## config.mk

```make
export PLATFORM = sky130hd
export DESIGN_NAME = iob_rr_arbiter
export DESIGN_NICKNAME = d
export VERILOG_FILES = /design/src/rtl/iob_rr_arbiter_pkg.sv /design/src/rtl/iob_rr_pick.sv /design/src/rtl/iob_rr_arbiter.sv
export SDC_FILE = /design/constraint.sdc
export NUM_CORES = 1
export LEC_CHECK = 0
export ABC_AREA = 1
export CAP_MARGIN = 30
export CORE_ASPECT_RATIO = 1.1
export CORE_MARGIN = 8
export CORE_UTILIZATION = 52
export DETAILED_ROUTE_END_ITERATION = 16
export PLACE_DENSITY_LB_ADDON = 0.05
export SLEW_MARGIN = 25
export SYNTH_ARGS = -nofsm -noshare
export SYNTH_HDL_FRONTEND = slang
export SYNTH_SLANG_ARGS = --single-unit
export TNS_END_PERCENT = 50
```

## constraint.sdc

```tcl
create_clock -name clk_i -period 12.6 [get_ports clk_i]
set_clock_uncertainty 0.1 [all_clocks]
set_input_delay 2.52 -clock clk_i [delete_from_list [all_inputs] [get_ports clk_i]]
set_output_delay 2.52 -clock clk_i [all_outputs]
set_load 0.05 [all_outputs]
```

## src/rtl/iob_rr_arbiter_pkg.sv

```systemverilog
// Shared definitions for the IOb round-robin arbiter: FSM state encoding.
// Latency: n/a (types only).
// Backpressure: n/a (types only).
package iob_rr_arbiter_pkg;

    // IDLE: looking for a pending slot to issue.
    // WAIT: one slave transaction outstanding, waiting for s_ready_i.
    typedef enum logic {
        ST_IDLE = 1'b0,
        ST_WAIT = 1'b1
    } state_e;

endpackage

```

## src/rtl/iob_rr_pick.sv

```systemverilog
// Combinational round-robin picker: first set bit of req scanning upward from last+1, wrapping.
// Latency: 0 cycles (pure combinational).
// Backpressure: none; caller decides whether to consume gnt.
//
// Ports:
//   req  [N]      request vector
//   last [GNT_W]  previously granted index; scan starts just above it
//   gnt  [GNT_W]  chosen index (0 when any=0)
//   any           at least one request is set
module iob_rr_pick #(
    parameter  int N     = 2,
    localparam int GNT_W = $clog2(N)
) (
    input  logic [N-1:0]     req,
    input  logic [GNT_W-1:0] last,
    output logic [GNT_W-1:0] gnt,
    output logic             any
);

    int               idx;
    logic [GNT_W-1:0] sel;

    // Offsets 1..N visit every index once, ending on 'last' itself, so a
    // lone requester that was also the previous winner is still found.
    always_comb begin
        gnt = '0;
        any = 1'b0;
        idx = 0;
        sel = '0;
        for (int i = 1; i <= N; i++) begin
            idx = (int'(last) + i) % N;
            sel = idx[GNT_W-1:0];
            if (!any && req[sel]) begin
                any = 1'b1;
                gnt = sel;
            end
        end
    end

endmodule

```

## src/rtl/iob_rr_arbiter.sv

```systemverilog
// Shares one IOb slave between N_MASTERS masters; each master's 1-cycle valid is parked in a slot, issued round-robin.
// Latency: valid at cycle t -> s_valid_o at t+2; m_ready_o is combinational from s_ready_i in WAIT.
// Backpressure: one outstanding slave transaction; a second valid into an occupied slot is dropped and flagged on ovf_o.
//
// Ports:
//   clk_i, rst_n_i              clock, synchronous active-low reset
//   m_valid_i/address/wdata/wstrb  per-master request pulse and payload (packed, master k at [k*W +: W])
//   m_rdata_o, m_ready_o        slave read data broadcast; one-hot completion to the granted master
//   s_valid_o/address/wdata/wstrb  slave request pulse; payload held for the whole transaction
//   s_rdata_i, s_ready_i        slave response
//   grant_o                     current/last granted master
//   busy_o                      transaction outstanding
//   ovf_o                       sticky per-master dropped-request flag
module iob_rr_arbiter
    import iob_rr_arbiter_pkg::*;
#(
    parameter  int N_MASTERS = 2,
    parameter  int ADDR_W    = 32,
    parameter  int DATA_W    = 32,
    localparam int GNT_W     = $clog2(N_MASTERS),
    localparam int STRB_W    = DATA_W / 8
) (
    input  logic                        clk_i,
    input  logic                        rst_n_i,
    input  logic [N_MASTERS-1:0]        m_valid_i,
    input  logic [N_MASTERS*ADDR_W-1:0] m_address_i,
    input  logic [N_MASTERS*DATA_W-1:0] m_wdata_i,
    input  logic [N_MASTERS*STRB_W-1:0] m_wstrb_i,
    output logic [DATA_W-1:0]           m_rdata_o,
    output logic [N_MASTERS-1:0]        m_ready_o,
    output logic                        s_valid_o,
    output logic [ADDR_W-1:0]           s_address_o,
    output logic [DATA_W-1:0]           s_wdata_o,
    output logic [STRB_W-1:0]           s_wstrb_o,
    input  logic [DATA_W-1:0]           s_rdata_i,
    input  logic                        s_ready_i,
    output logic [GNT_W-1:0]            grant_o,
    output logic                        busy_o,
    output logic [N_MASTERS-1:0]        ovf_o
);

    state_e                 state_q, state_d;
    logic                   issue;
    logic [N_MASTERS-1:0]   pending_q;
    logic [N_MASTERS-1:0]   clear;
    logic [N_MASTERS-1:0]   ovf_q;
    logic [ADDR_W-1:0]      slot_addr_q  [N_MASTERS];
    logic [DATA_W-1:0]      slot_wdata_q [N_MASTERS];
    logic [STRB_W-1:0]      slot_wstrb_q [N_MASTERS];

    logic                   s_valid_q;
    logic [ADDR_W-1:0]      s_addr_q;
    logic [DATA_W-1:0]      s_wdata_q;
    logic [STRB_W-1:0]      s_wstrb_q;
    logic [GNT_W-1:0]       grant_q;

    logic [GNT_W-1:0]       pick_gnt;
    logic                   pick_any;

    iob_rr_pick #(
        .N (N_MASTERS)
    ) u_pick (
        .req  (pending_q),
        .last (grant_q),
        .gnt  (pick_gnt),
        .any  (pick_any)
    );

    // Completion is only honoured in WAIT, so a stray s_ready_i after a
    // reset (slave still finishing the old transfer) is ignored.
    always_comb begin
        clear = '0;
        for (int k = 0; k < N_MASTERS; k++) begin
            clear[k] = (state_q == ST_WAIT) && s_ready_i && (grant_q == GNT_W'(k));
        end
    end

    always_comb begin
        state_d = state_q;
        issue   = 1'b0;
        case (state_q)
            ST_IDLE: begin
                if (pick_any) begin
                    state_d = ST_WAIT;
                    issue   = 1'b1;
                end
            end
            ST_WAIT: begin
                if (s_ready_i) begin
                    state_d = ST_IDLE;
                end
            end
            default: state_d = ST_IDLE;
        endcase
    end

    always_ff @(posedge clk_i) begin
        if (!rst_n_i) begin
            state_q <= ST_IDLE;
        end else begin
            state_q <= state_d;
        end
    end

    // Pending slots. A valid arriving in the same cycle its slot completes
    // reloads the slot instead of overflowing, so back-to-back requesters
    // never lose a request.
    always_ff @(posedge clk_i) begin
        if (!rst_n_i) begin
            pending_q <= '0;
            ovf_q     <= '0;
            for (int k = 0; k < N_MASTERS; k++) begin
                slot_addr_q[k]  <= '0;
                slot_wdata_q[k] <= '0;
                slot_wstrb_q[k] <= '0;
            end
        end else begin
            for (int k = 0; k < N_MASTERS; k++) begin
                if (m_valid_i[k] && (!pending_q[k] || clear[k])) begin
                    pending_q[k]    <= 1'b1;
                    slot_addr_q[k]  <= m_address_i[k*ADDR_W +: ADDR_W];
                    slot_wdata_q[k] <= m_wdata_i[k*DATA_W +: DATA_W];
                    slot_wstrb_q[k] <= m_wstrb_i[k*STRB_W +: STRB_W];
                end else if (clear[k]) begin
                    pending_q[k] <= 1'b0;
                end
                if (m_valid_i[k] && pending_q[k] && !clear[k]) begin
                    ovf_q[k] <= 1'b1;
                end
            end
        end
    end

    // Slave-side registers: payload latched on issue and held until the
    // next issue, so it stays stable for the whole WAIT period.
    always_ff @(posedge clk_i) begin
        if (!rst_n_i) begin
            s_valid_q <= 1'b0;
            s_addr_q  <= '0;
            s_wdata_q <= '0;
            s_wstrb_q <= '0;
            grant_q   <= GNT_W'(N_MASTERS - 1);
        end else begin
            s_valid_q <= issue;
            if (issue) begin
                grant_q   <= pick_gnt;
                s_addr_q  <= slot_addr_q[pick_gnt];
                s_wdata_q <= slot_wdata_q[pick_gnt];
                s_wstrb_q <= slot_wstrb_q[pick_gnt];
            end
        end
    end

    assign s_valid_o   = s_valid_q;
    assign s_address_o = s_addr_q;
    assign s_wdata_o   = s_wdata_q;
    assign s_wstrb_o   = s_wstrb_q;
    assign grant_o     = grant_q;
    assign busy_o      = (state_q == ST_WAIT);
    assign ovf_o       = ovf_q;
    assign m_ready_o   = clear;
    assign m_rdata_o   = s_rdata_i;

endmodule
```

[Yosys cells after proc, flatten, opt, wreduce, memory -nomap -nowiden]
Memory sizes are Yosys's and may differ from the RTL's. A register that Yosys moved wholly into a read port is not among the register bits.
Cells that the tools add are included.
Storage, ports and cells
  bits in registers: 7
  output and inout port bits: 107
  RAM bits: 136
  memories kept: 3
Cells by class
  reductions and logical operators: 22
  $add $sub $neg: 2
  order comparisons: 2
  muxes and demuxes: 29
  bitwise operators: 8
Memory list
  slot_addr_q: depth 2, bits a word 32, rd ports 1, clocked after Yosys merged registers in 1, write ports 2, RTL line iob_rr_arbiter.sv:47  | logic [ADDR_W-1:0] slot_addr_q [N_MASTERS];
  slot_wdata_q: depth 2, bits a word 32, rd ports 1, clocked after Yosys merged registers in 1, write ports 2, RTL line iob_rr_arbiter.sv:48  | logic [DATA_W-1:0] slot_wdata_q [N_MASTERS];
  slot_wstrb_q: depth 2, bits a word 4, rd ports 1, clocked after Yosys merged registers in 1, write ports 2, RTL line iob_rr_arbiter.sv:49  | logic [STRB_W-1:0] slot_wstrb_q [N_MASTERS];
Operators with widths (count)
  32-bit two-way mux: 4
  1-bit two-way mux: 22
  1-bit logical AND: 10
  1-bit logical NOT: 8
  4-bit two-way mux: 2
  1-bit bitwise OR: 6
  1-bit by 2-bit < comparator with 1-bit output, second input constant: 2
  2-bit nonzero test: 2
  1-bit adder, second input constant: 2
  1-bit logical OR: 2
  1-bit NOT: 2
  1-bit case mux with 2 select lines: 1

[Logic depth before layout (Yosys ltp)]
Gate-level depths: netlist (run 1).
  word-level depth: 9
  gate-level depth with buffers: 8
  gate-level depth less buffers: 6

[Cells and area by module]
From an unflattened synthesis (run 1), not the netlist that was laid out.
Unflattened totals
  cell total of the unflattened synthesis: 890
  area total of the unflattened synthesis: 8765.9 µm²
By module, submodules not included
  iob_rr_arbiter: cells each 887, area each 8750.9 µm², times used 1
  iob_rr_pick: cells each 3, area each 15.0 µm², times used 1

[Worst setup path after synthesis (run 1)]
No wires, ideal clock.
  kind: in2reg
  start: input s_ready_i
  end: memory slot_addr_q[0][0], enable pin
  slack: 3699 ps
  stages on the path: 4
  required time: 11912 ps
  arrival time: 8212 ps
  buffers on the path: 0
  cell sequence: nand2_1 nor2_1 nor2_1 o21ai_0
RTL lines
  start: declaration: RTL line iob_rr_arbiter.sv:36  | input logic s_ready_i,
  end: declaration: RTL line iob_rr_arbiter.sv:47

[Worst setup path in the final report (run 1)]
  start: input s_ready_i
  end: output m_ready_o[0]
On the way
  longest elaborated chain between the ends: 2
Ends and longest elaborated chain
  1-bit logical AND (2 in series): RTL line iob_rr_arbiter.sv:74  | clear[k] = (state_q == ST_WAIT) && s_ready_i && (grant_q == GNT_W'(k));
  end: declaration: RTL line iob_rr_arbiter.sv:30  | output logic [N_MASTERS-1:0] m_ready_o,
No other way between the ends.

==> summary.txt, run 1 <==
Status - finished, final reports clean
Number of synthesized register bits - 211
Vias in the first global route - 7259
Final wirelength - 22.6 mm
Clock-pin slew on the worst setup and hold paths - 0.06 ns
Final min period - 6.69 ns
Worst hold path type - reg2reg
Pins Over Slew Limit - 0
Most frequent cells in the layout - clkdlybuf4s50_1 (214), inv_1 (213), nor2_1 (211)
Clk buf depth - 3
Grt total ovfl - 0
Antenna Violating Nets Remaining - 0
Seq/Total Area, Yosys - 58.3%
Setup TNS - 0 ns
Initial Util - 52.6%
Final nets - 1416
Post-place setup slack - 5.92 ns
First-pass GRT wire length - 36.3 mm
TritonCTS Sinks - 211
Hold_sp - ovf_o[0]
Gr usage total - 19.3%
Critical Path Start Type - input port
Crit path DAT - 4.07 ns
Die width - 145 um
IO Port Bufs - 215
P_leak - 0.00535 uW
Distinct cells, synth - 16
WP data required - 9.98 ns
Crit path top cell by count - clkdlybuf4s50_1
Crit Path Category - in2out
WL/cell - 15.0 um
Drt initial violations - 432
Layout cells sized above 1 - 7.23%
Mean post-synth cell area - 8.77 um^2
Layout area overhead - 29.0%
Via density - 4.79
Synth area leader - edfxtp_1
Critical Path, Cell by Cell - clkdlybuf4s50_1, nand2_1, nor2_1, clkdlybuf4s50_1
Synth top area share - 42.6%
Post-CTS Setup Bufs - 0
Row cnt - 52
Clk Latency, worst-skew pair - 0.50 ns
Post-Syn Area - 9580 um^2
Die ar. - 23000 um^2
CTS resizes - 0
Endpoint class of the critical path - output port
PwrDens - 151 nW/um^2
Commonest non-fill, non-tap cell in the layout - clkdlybuf4s50_1
Synth top area cells - edfxtp_1 (43%), dfxtp_1 (16%), inv_1 (8.3%), nor2_1 (8.3%), nand2_1 (5.6%)
Number of buffers created by CTS - 22
Vias - 7197
Synth Net Count - 1266
Critical path origin - s_ready_i
Slew @ Worst Pin - 0.959 ns
Period utilization - 53.1%
Final worst slack - 5.91 ns
Total of max-cap violations - 0
Final setup fails - 0
Core box area - 18200 um^2
CTS tree - built
Fin. Hold Viols - 0
Synth Warn # - 0
Initial antenna violation count - 3
Mapped Cells - 1093
Worst path slowest cell - clkdlybuf4s50_1
Largest net degree at the start of global routing - 102
Final Power - 1870 uW
DRC Markers - 0
H-tree depth - 1
Estimated wirelength of the detail-placed design - 14.0 mm
Drt pass-1 iters - 4
GP Congestion - 0.741
Worst ir drop on vdd - 0.0931 mV
IO Pins - 280
Reg2reg start - pending_q[0]
Worst path max stage delay - 0.82 ns
Max FO, Critical Path - 3
RSZ-0062 raised after global routing - false
Peak Freq - 0.150 GHz
Clock tree root driver cell - clkbuf_16
Die height - 158 um
Rel. slew slack - 36.0%
# hold bufs at CTS - 0
Worst hold slack - 0.371 ns
==> per-layer routing <==
| layer | part of all wire, % | global-route usage [%] | wire length (um) |
|---|---|---|---|
| met1 | 41 | 22.8 | 9280 |
| met2 | 49 | 33.6 | 11000 |
| met3 | 8.2 | 5.83 | 1860 |
| met4 | 1.8 | 5.80 | 414 |
| met5 | 0.084 | 0 | 19 |
==> flip-flops by register name (all words and copies together) (netlist names), 2 cells and up <==
| register | count |
|---|---|
| slot_wstrb_q | 8 |
| s_wstrb_o | 4 |
| ovf_o | 2 |
| slot_wdata_q | 64 |
| s_address_o | 32 |
| slot_addr_q | 64 |
| s_wdata_o | 32 |
| pending_q | 2 |
==> logic make-up (layout without fill, tap and decap cells) <==
| family | Yosys count | in the layout | synth area share [%] |
|---|---|---|---|
| simple gates | 357 | 357 | 14.0 |
| buf+inv | 313 | 479 | 14.9 |
| flops | 211 | 211 | 58.3 |
| other cells | 0 | 2 | 0 |
| compound gates | 212 | 212 | 12.7 |
==> cells in the mapped netlist (all sizes together) <==
library cell and n:
a21oi 141, a31oi 1, buf 91, clkbuf 9, dfxtp 75, edfxtp 136
inv 213, nand2 142, nand3 4, nor2 211, o211ai 1, o21ai 69
==> worst max-delay path, delay by kind of cell <==
kind,cells,cell delay [ns]
and+or+nand+nor,2,0.22
buffers and inverters,2,1.32
==> power breakdown <==
part	switching [uW]	total (uW)	internal (uW)	leakage (uW)
registers	23.7	834	810	0.00206
logic	235	371	136	0.00292
clock network	262	662	400	0.000365
total	520	1870	1350	0.00535
==> area by class of cell <==
| type | count | area [um^2] |
|---|---|---|
| well taps | 243 | 304 |
| diodes | 2 | 5.00 |
| inverters | 213 | 800 |
| multi-input cells | 569 | 2630 |
| repair buffers | 226 | 2300 |
| clock inverters | 6 | 83.8 |
| clock buffers | 34 | 657 |
| fillers | 1539 | 5860 |
| flip-flops and latches | 211 | 5590 |
==> per-stage QoR <==
stage / cells / util (%) / instance area, um^2
2_1_floorplan: 1093 / - / 9580
3_3_place_gp: 1458 / 63.2 / 11500
3_5_place_dp: 1459 / 63.3 / 11500
4_1_cts: 1499 / 67.4 / 12300
5_1_grt: 1503 / 67.8 / 12400
6_report: 1504 / 67.8 / 12400
==> final timing paths <==
check / end / slack (ns) / cells after the start
hold / removal: ovf_o[0] / 0.37 / 2
setup reg to reg: s_address_o[11] / 9.71 / 6
setup / recovery: m_ready_o[0] / 5.91 / 4
hold reg to reg: ovf_o[0] / 0.37 / 2
No activity file was read; power rests on OpenSTA's default activity.
==> run 2: changes to the inputs <==
--- a/config.mk
+++ b/config.mk
@@ -9,7 +9,7 @@
 export CAP_MARGIN = 30
 export CORE_ASPECT_RATIO = 1.1
 export CORE_MARGIN = 8
-export CORE_UTILIZATION = 52
+export CORE_UTILIZATION = 43
 export DETAILED_ROUTE_END_ITERATION = 16
 export PLACE_DENSITY_LB_ADDON = 0.05
 export SLEW_MARGIN = 25
==> constraint.sdc (replaced) <==
create_clock -name clk_i -period 5.5 [get_ports clk_i]
set_clock_uncertainty 0.1 [all_clocks]
set_input_delay 1.1 -clock clk_i [delete_from_list [all_inputs] [get_ports clk_i]]
set_output_delay 1.1 -clock clk_i [all_outputs]
set_load 0.05 [all_outputs]
==> summary.txt, run 2 (synthesis gave the netlist of run 1 again) <==
WHS Path Cells - 2 (unchanged)
Worst ir drop on vdd - 0.242 mV (+160%)
TritonCTS Sinks - 211 (unchanged)
Largest net degree at the start of global routing - 86 (-16%)
Crit path top cell by count - clkdlybuf4s50_1
CTS resizes - 0 (unchanged)
Final worst slack - 1.66 ns (-4.26 ns)
Estimated wirelength of the detail-placed design - 14.8 mm (+6.3%)
Seq. cell area - 5590 um^2 (unchanged)
RSZ-0062 raised after global routing - false
Endpoint class of the critical path - output port
Core box area - 22000 um^2 (+21%)
Initial Util - 43.6% (-9.0 points)
Critical Path Start Type - input port
Clock-pin slew on the worst setup and hold paths - 0.06 ns (about the same)
Clk buf depth - 3 (unchanged)
Die width - 158 um (+8.9%)
Worst path slowest cell - clkdlybuf4s50_1
Final nets - 1419 (+0.21%)
Clk Latency, worst-skew pair - 0.50 ns (about the same)
Die ar. - 27300 um^2 (+19%)
FILL cells - 2058 (+34%)
PwrDens - 350 nW/um^2 (+130%)
Commonest non-fill, non-tap cell in the layout - clkdlybuf4s50_1
Critical Path, Cell by Cell - clkdlybuf4s50_1, nand2_1, nor2_1, clkdlybuf4s50_1
Worst path top cell family by delay - buffers and inverters
Top Registers - slot_addr_q (64), slot_wdata_q (64)
Rel. slew slack - 40.8% (+4.8 points)
First-pass GRT wire length - 37.2 mm (+2.5%)
Crit Path Category - in2out
Max FO, Critical Path - 3 (unchanged)
Multi-input gate area - 2630 um^2 (unchanged)
Slew @ Worst Pin - 0.887 ns (-0.0720 ns)
WP data required - 4.30 ns (-5.68 ns)
Final wirelength - 23.2 mm (+2.5%)
Antenna Violating Nets Remaining - 0 (unchanged)
Reg2reg start - busy_o
Period utilization - 69.9%
IO Pins - 280 (unchanged)
Vias - 7164 (-0.46%)
Setup TNS - 0 ns (unchanged)
# hold bufs at CTS - 0 (unchanged)
WL/cell - 14.9 um (-1.1%)
Clock tree root driver cell - clkbuf_16
Layout cells sized above 1 - 7.45% (+0.22 points)
Fin. Hold Viols - 0 (unchanged)
Final setup fails - 0 (unchanged)
Crit path DAT - 2.64 ns (-1.43 ns)
Grt total ovfl - 0 (unchanged)
Reg2reg setup slack - 2.63 ns (-7.08 ns)
Most frequent cells in the layout - clkdlybuf4s50_1 (214), inv_1 (213), nor2_1 (211)
Worst path max stage delay - 0.82 ns (about the same)
Die height - 173 um (+9.0%)
Pins Over Slew Limit - 0 (unchanged)
Worst R2R End - slot_wdata_q[1][21]
Reg2Reg Depth - 5 (-1)
Status - finished, final reports clean
Initial antenna violation count - 3 (unchanged)
Final min period - 3.84 ns
Vias in the first global route - 7259 (unchanged)
CTS tree - built
Post-DP Area - 11600 um^2 (+1.0%)
Hold Path End - ovf_o[1]
Final instance area - 12400 um^2 (+0.67%)
P_leak - 0.00537 uW (+0.30%)
GP Congestion - 0.740 (about the same)
Number of buffers created by CTS - 24 (+9.1%)
Drt initial violations - 312 (-28%)
Post-CTS Setup Bufs - 0 (unchanged)
Hold_sp - ovf_o[1]
Layout area overhead - 29.9%
Via density - 4.60 (-3.9%)
Total of max-cap violations - 0 (unchanged)
DRC Markers - 0 (unchanged)
Post-place setup slack - 1.37 ns (-4.55 ns)
Worst hold path type - reg2reg
Worst hold slack - 0.387 ns (+0.0161 ns)
IO Port Bufs - 215 (unchanged)
Peak Freq - 0.260 GHz
CP Buf/Inv Count - 2 (unchanged)
H-tree depth - 1 (unchanged)
Drt pass-1 iters - 5 (+1)
Gr usage total - 16.9% (-2.5 points)
Row cnt - 57 (+9.6%)
run 2: changes by cell type in the layout (fill, tap and decap cells not counted), sizes merged:
cell and delta:
bufinv +1, diode -1, clkinv +3, clkbuf -2, buf +1
run 2: metal layers:
metal,GRT usage [%],wire length [um]
met5,0,27
met4,4.29,411
met3,4.56,1810
met2,29.0,11400
met1,20.4,9520
run 2: power breakdown:
part           switching (uW)  internal [uW]  total (uW)
Sequential               54.6           1860        1910
Clock                     624            982        1610
Combinational             534            308         842
Total                    1210           3150        4360
run 2: worst max-delay path by stage:
stage / start / to / cells after the start
5_1_grt: s_ready_i / m_ready_o[0] / 4
3_5_place_dp: rst_n_i / slot_wdata_q[1][22] / 4
4_1_cts: s_ready_i / m_ready_o[0] / 4
6_report: s_ready_i / m_ready_o[0] / 4
2_1_floorplan: s_ready_i / slot_addr_q[0][0] / 4
3_3_place_gp: rst_n_i / slot_wdata_q[1][22] / 3
run 2: final cells by class:
cell class                 instances  share of cell area (%)
clock buffer                      32                    5.32
sequential                       211                    44.9
multi-input combinational        569                    21.1
clock inverter                    10                    1.03
tap                              295                    2.97
inverter                         213                    6.43
timing repair buffer             227                    18.2
antenna                            1                  0.0201
run 2: worst reg2reg max path: cells and delay by family (launching register included):
kind          cells  cell delay, ns
simple gates      4            1.65
flops             1            0.48
buf+inv           1            0.30
run 2: metrics by stage:
stage	std cells	total power (uW)	util, %
detailed placement	1515	2800	53.0
global placement	1513	2790	52.8
floorplan	1093	2550	-
finish	1558	4360	56.6
global route	1558	4560	56.6
CTS	1557	4420	56.6
